**src/rtl/sram_ctrl.sv**
```systemverilog
// Asynchronous SRAM controller: one access per request, sequenced IDLE -> SETUP -> ACCESS -> RECOVER.
// Optional write-verify readback is enabled by defining SRAM_CTRL_WRVERIFY_EN.
`timescale 1ns/1ps
module sram_ctrl #(
  parameter int WIDTH         = 16,
  parameter int RAM_ADDR_BITS = 17,
  parameter int HOLD_CYCLES   = 7
) (
  input  logic                     clk,
  input  logic                     rst_n,
  input  logic                     req,
  input  logic                     rw,
  input  logic [RAM_ADDR_BITS-1:0] addr,
  input  logic [WIDTH-1:0]         wdata,
  output logic                     ready,
  output logic [WIDTH-1:0]         rdata,
  output logic                     rdata_valid,
  output logic                     verify_err,
  output logic                     CE,
  output logic                     OE,
  output logic                     WE,
  output logic [RAM_ADDR_BITS-1:0] address,
  output logic [WIDTH-1:0]         input_data,
  input  logic [WIDTH-1:0]         stackData
);

  typedef enum logic [1:0] {IDLE, SETUP, ACCESS, RECOVER} state_t;

  localparam logic [3:0] LAST = 4'(HOLD_CYCLES - 1);

  state_t     state;
  logic [3:0] count;
  logic       is_write;

  assign ready = (state == IDLE);

`ifdef SRAM_CTRL_WRVERIFY_EN
  logic verify_phase;
  logic verify_err_q;

  assign verify_err = verify_err_q;

  always_ff @(posedge clk) begin
    if (!rst_n) begin
      state        <= IDLE;
      count        <= 4'd0;
      is_write     <= 1'b0;
      verify_phase <= 1'b0;
      CE           <= 1'b1;
      OE           <= 1'b1;
      WE           <= 1'b1;
      address      <= '0;
      input_data   <= '0;
      rdata        <= '0;
      rdata_valid  <= 1'b0;
      verify_err_q <= 1'b0;
    end else begin
      rdata_valid <= 1'b0;
      case (state)
        IDLE: begin
          if (req) begin
            address    <= addr;
            input_data <= wdata;
            is_write   <= rw;
            state      <= SETUP;
          end
        end
        SETUP: begin
          count <= 4'd0;
          CE    <= 1'b0;
          OE    <= is_write;
          WE    <= ~is_write;
          state <= ACCESS;
        end
        ACCESS: begin
          if (count == LAST) begin
            CE    <= 1'b1;
            OE    <= 1'b1;
            WE    <= 1'b1;
            state <= RECOVER;
            if (!is_write) begin
              // The readback pass only compares; host-visible read data is untouched.
              if (verify_phase) begin
                if (stackData != input_data) verify_err_q <= 1'b1;
              end else begin
                rdata       <= stackData;
                rdata_valid <= 1'b1;
              end
            end
          end else begin
            count <= count + 4'd1;
          end
        end
        RECOVER: begin
          if (is_write) begin
            is_write     <= 1'b0;
            verify_phase <= 1'b1;
            state        <= SETUP;
          end else begin
            verify_phase <= 1'b0;
            state        <= IDLE;
          end
        end
        default: state <= IDLE;
      endcase
    end
  end
`else
  assign verify_err = 1'b0;

  always_ff @(posedge clk) begin
    if (!rst_n) begin
      state       <= IDLE;
      count       <= 4'd0;
      is_write    <= 1'b0;
      CE          <= 1'b1;
      OE          <= 1'b1;
      WE          <= 1'b1;
      address     <= '0;
      input_data  <= '0;
      rdata       <= '0;
      rdata_valid <= 1'b0;
    end else begin
      rdata_valid <= 1'b0;
      case (state)
        IDLE: begin
          if (req) begin
            address    <= addr;
            input_data <= wdata;
            is_write   <= rw;
            state      <= SETUP;
          end
        end
        SETUP: begin
          count <= 4'd0;
          CE    <= 1'b0;
          OE    <= is_write;
          WE    <= ~is_write;
          state <= ACCESS;
        end
        ACCESS: begin
          // Strobes release on the same edge that ends the hold window.
          if (count == LAST) begin
            CE    <= 1'b1;
            OE    <= 1'b1;
            WE    <= 1'b1;
            state <= RECOVER;
            if (!is_write) begin
              rdata       <= stackData;
              rdata_valid <= 1'b1;
            end
          end else begin
            count <= count + 4'd1;
          end
        end
        RECOVER: state <= IDLE;
        default: state <= IDLE;
      endcase
    end
  end
`endif

endmodule

```
**config.mk**
```make
export PLATFORM = sky130hd
export DESIGN_NAME = sram_ctrl
export DESIGN_NICKNAME = d
export VERILOG_FILES = /design/src/rtl/sram_ctrl.sv
export SDC_FILE = /design/constraint.sdc
export NUM_CORES = 1
export LEC_CHECK = 0
export CELL_PAD_IN_SITES_DETAIL_PLACEMENT = 1
export CELL_PAD_IN_SITES_GLOBAL_PLACEMENT = 2
export CORE_ASPECT_RATIO = 1.75
export CORE_MARGIN = 3
export CORE_UTILIZATION = 21
export DETAILED_ROUTE_END_ITERATION = 10
export GPL_ROUTABILITY_DRIVEN = 0
export PLACE_DENSITY = 0.84
export SYNTH_ARGS = -nofsm -noshare
export SYNTH_HDL_FRONTEND = slang
export SYNTH_SLANG_ARGS = --single-unit
export TNS_END_PERCENT = 20
```
**constraint.sdc**
```tcl
create_clock -name clk -period 1.3 [get_ports clk]
set_input_delay 0.195 -clock clk [delete_from_list [all_inputs] [get_ports clk]]
set_output_delay 0.195 -clock clk [all_outputs]
set_load 0.01 [all_outputs]
```
* Word-level counts from Yosys, hierarchy flattened
Cells that the tools add are included.
Storage, ports and cells: bits in registers 60, output and inout port bits 55, word-level logic and storage cells 37
Cells by class: $add $sub $neg 1, equality and inequality tests 7, multiplexer cells 10, bitwise logic cells 1, reductions and logical operators 8
Operators by type and width (number):
- $pmux 2 s4 | 1
- $pmux 4 s2 | 1
- $reduce_and 2->1 | 4
- $ne 2x2->1 const B | 3
- $pmux 1 s2 | 3
- $reduce_and 3->1 | 2
- $add 4x1->4 const B | 1
- $eq 2x2->1 const B | 2
- $eq 4x3->1 const B | 1
- $mux 2 | 2
- $mux 4 | 1
- $eq 2x1->1 const B | 1
- $logic_not 2->1 | 1
- $mux 1 | 2
- $reduce_bool 2->1 | 1
- $not 1->1 | 1

* Longest topological paths before layout
depth after elaboration 3, depth in mapped cells 7, gate-level depth less buffers 5

* Worst setup path after synthesis
OpenSTA, ideal clock, no wires.
kind reg-to-reg, from register state[0], to register rdata[10], library setup time 72 ps, data arrival time 1361 ps, data required time 1228 ps, path slack -132 ps, stages on the path, launching flop included 8, buffers on the path 2, period minus slack after synthesis 1432 ps, cell sequence dfxtp_1 -> inv_1 -> ha_1 -> buf_2 -> nand4b_4 -> nor2_8 -> buf_12 -> mux2i_1
Between the ends: longest elaborated chain between the ends 2
RTL lines:
- start: declaration | RTL line 31 | state_t state;
- start signal: assignment | RTL line 113 | state <= IDLE;
- start signal: assignment | RTL line 131 | state <= SETUP;
- start signal: assignment | RTL line 139 | state <= ACCESS;
- $eq 2x2->1 | RTL line 125 | case (state)
- $reduce_and 3->1 (no source line)
- end signal: assignment | RTL line 149 | rdata <= stackData;
- end: declaration | RTL line 16 | output logic [WIDTH-1:0] rdata,
Every way passes these cells. A chain may end at the register's enable or synchronous reset.

* Worst setup path in the final report
from register state[0], to register rdata[5]
The elaborated chain is that of the path after synthesis.

==> results.json <==
{
  "setup_slack_ns": -0.04798,
  "synth_seq_cells": 60,
  "synth_top_area_share": 0.4951,
  "pwr-share-comb": 0.281,
  "run_status": "finished with violations",
  "end_kind": "flop",
  "layout-drive-gt1-share": 0.1411,
  "rsz0062_at_grt": "yes",
  "fill_cells": 1290,
  "pwr-share-clk": 0.380,
  "grt_pass1_vias": 2404,
  "coreArea_um2": 11230,
  "crit_type": "flop to flop",
  "min_from": "rst_n",
  "finalInstanceArea_um2": 4161,
  "io-pin-count": 108,
  "hold_buffers": 0,
  "synth.avg_cell_area_um2": 8.919,
  "first_pass_iters": 3,
  "max_freq_mhz": 741.9,
  "die_w_um": 87.25,
  "clock_latency_ns": 0.33,
  "place_inst": 506,
  "worstPathRequired_ns": 1.56,
  "seqCellArea_um2": 1205,
  "yosysSeqAreaShare": 0.4951,
  "startpoint": "state[0]$_SDFFE_PN0P_",
  "grt_max_degree": 38,
  "syn_inst": 272,
  "wl_per_cell_um": 14.96,
  "cts-root-buf": "clkbuf_16",
  "cts_tree": "yes",
  "start_util": 0.2160,
  "grt_pass1_wl_um": 11520,
  "stdcell_count": 529,
  "cp-start-kind": "flop",
  "fin_util": 0.3705,
  "syn_area_um2": 2426,
  "rows": 51,
  "yosys-top-cells-area": "dfxtp_1, nand2_1, a21boi_0",
  "hp-class": "input port to flop",
  "drc": 0,
  "ff2ff_setup_slack_ns": -0.05,
  "dpl_cell_area_um2": 3722,
  "setup_viol": 13,
  "multi_input_area_um2": 1180,
  "antenna_found_initial": 0,
  "dieArea_um2": 12930,
  "cts_max_path_buffers": 2,
  "path_max_fanout": 8,
  "whs_endpoint": "OE$_SDFFE_PN1P_",
  "reg2reg_from": "state[0]$_SDFFE_PN0P_",
  "overflow": 0,
  "h-tree-depth": 3,
  "final_nets": 451,
  "area.growth.synth_to_final_pct": 71.53,
  "whs_path_depth": 2,
  "yosysTopAreaCell": "dfxtp_1",
  "portBuffers": 106,
  "reg2reg_depth": 6,
  "synth_warnings": 0,
  "antennaDiodeCount": 0,
  "period_minus_slack_ns": 1.348,
  "via_per_inst": 4.312,
  "arrival_ns": 1.61,
  "antenna_left": 0,
  "rr_endpoint": "rdata[5]$_SDFFE_PN0P_",
  "wl_um": 7913,
  "hpwl_um": 5309,
  "numCtsBuffers": 9,
  "drt_iter0_markers": 41,
  "die_h_um": 148.2,
  "drv_cap": 0,
  "clock-sinks": 60,
  "cellPowerDensity_nw_per_um2": 1610,
  "p_int_w": 0.004802,
  "violations": "negative setup slack",
  "irDropWorstVdd_uv": 784.4,
  "clock_skew_ns": 0.008145,
  "final_hold_viol_count": 0,
  "synth.distinct_cells": 32,
  "period_share": 1.037,
  "fin_tns_setup_ns": -0.4096,
  "leakagePower_nw": 1.835,
  "vias": 2281,
  "clkSlewWorstSetupHoldPaths_ns": 0.05,
  "power.share.switching": 0.2832,
  "grtUsageTotal": 0.1165,
  "pwr-share-seq": 0.339,
  "syn-num-nets": 331,
  "p_switching_w": 0.001897,
  "slew_viol_final": 0
}
## how the worst max path moves through the flow
stage	to	slack (ns)	cells after the start
after floorplan	rdata[10]$_SDFFE_PN0P_	-0.07	7
final	rdata[5]$_SDFFE_PN0P_	-0.05	6
after global routing	rdata[8]$_SDFFE_PN0P_	-0.12	6
after global placement	is_write$_SDFFE_PN0P_	-0.08	5
after detailed placement	address[5]$_SDFFE_PN0P_	-0.14	5
after CTS	ready	-0.08	3
## cell usage after synthesis
cell / count
a211oi_1: 1
nand3_1: 2
nand2_1: 104
nor2_8: 1
o221ai_1: 1
a21boi_0: 34
o21ai_0: 3
mux2i_1: 17
nand4b_4: 1
and3b_1: 1
dfxtp_1: 60
buf_2: 8
and3_1: 1
nand4b_1: 1
nor2b_1: 2
and2_1: 3
a31oi_1: 1
a21oi_1: 1
clkbuf_1: 8
buf_12: 1
nand4_1: 2
o31a_1: 1
ha_1: 6
o21a_1: 2
nand3b_1: 1
a21o_1: 1
a211o_1: 1
inv_1: 3
conb_1: 1
buf_4: 1
nor2_1: 1
nand2b_1: 1
## layer usage
metal  vias to the layer above  wire length [um]  GRT usage
met3                        16               457    0.03326
li1                       1128                 -          -
met4                         0               248    0.07757
met1                      1065              2848     0.1087
met5                         -                 0          0
met2                        72              4358     0.2115
## kinds of logic (layout without fill, tap and decap cells)
| kind of cell | count (synthesis) | after routing | share of synthesized area |
|---|---|---|---|
| adder cells (fa/ha/maj) | 6 | 6 | 0.03094 |
| AO/OA/AOI/OAI | 46 | 46 | 0.1392 |
| other | 1 | 1 | 0.001546 |
| AND/OR/NAND/NOR | 121 | 121 | 0.2182 |
| flip-flops | 60 | 60 | 0.4951 |
| buffers and inverters | 21 | 146 | 0.04487 |
| multiplexers | 17 | 17 | 0.07014 |
## sequential cells by signal (all words and copies together), names as in the netlist
signal       count
CE               1
rdata           16
address         17
rdata_valid      1
count            4
WE               1
is_write         1
OE               1
input_data      16
state            2
## cell type report
type                            instances  area share
Clock buffer                           11     0.05833
Clock inverter                          5     0.01804
Inverter                                3    0.003307
Multi-Input combinational cell        191      0.2835
Sequential cell                        60      0.2895
Tap cell                              132     0.03969
Timing Repair Buffer                  127      0.3076
## cell usage in the layout (no fill, tap or decap), drive strengths merged, types with 3 or more instances in the layout
cell type	synthesis	routed
mux2i	17	17
clkdlybuf4s50	0	51
clkinv	0	3
ha	6	6
clkbuf	8	16
and2	3	3
o21ai	3	3
inv	3	3
dfxtp	60	60
nand2	104	104
a21boi	34	34
buf	10	18
dlygate4sd2	0	53
## power by group through the flow
| stage | combinational, W | clock, W | sequential, W |
|---|---|---|---|
| 2_1_floorplan | 0.000659 | 0 | 0.00241 |
| 3_3_place_gp | 0.00172 | 0 | 0.00230 |
| 3_5_place_dp | 0.00178 | 0 | 0.00231 |
| 4_1_cts | 0.00163 | 0.00265 | 0.00227 |
| 5_1_grt | 0.00208 | 0.00271 | 0.00230 |
| 6_report | 0.00188 | 0.00254 | 0.00227 |
## worst max-delay path, stage by stage, from the launching register on
cell and delay, ns:
dfxtp_2 0.33, inv_4 0.08, ha_4 0.18, nand4b_4 0.15
nor2_8 0.19, clkbuf_16 0.18, mux2i_1 0.17
## through the flow
stage	hold slack, ns	total power (W)	setup slack [ns]
floorplan	0.3371	0.003070	-0.07010
global placement	0.4420	0.004020	-0.08388
detailed placement	0.4479	0.004091	-0.1372
CTS	0.1995	0.006546	-0.08439
global route	0.2249	0.007098	-0.1197
finish	0.2098	0.006700	-0.04798
## timing repair
item                       4_1_cts  5_1_grt
pin swaps                        2        5
buffers inserted                 0        2
cloned                           0        5
setup endpoints to repair      111       60
resized for setup               59       34
Note: power is estimated with default switching activity, not from simulation.
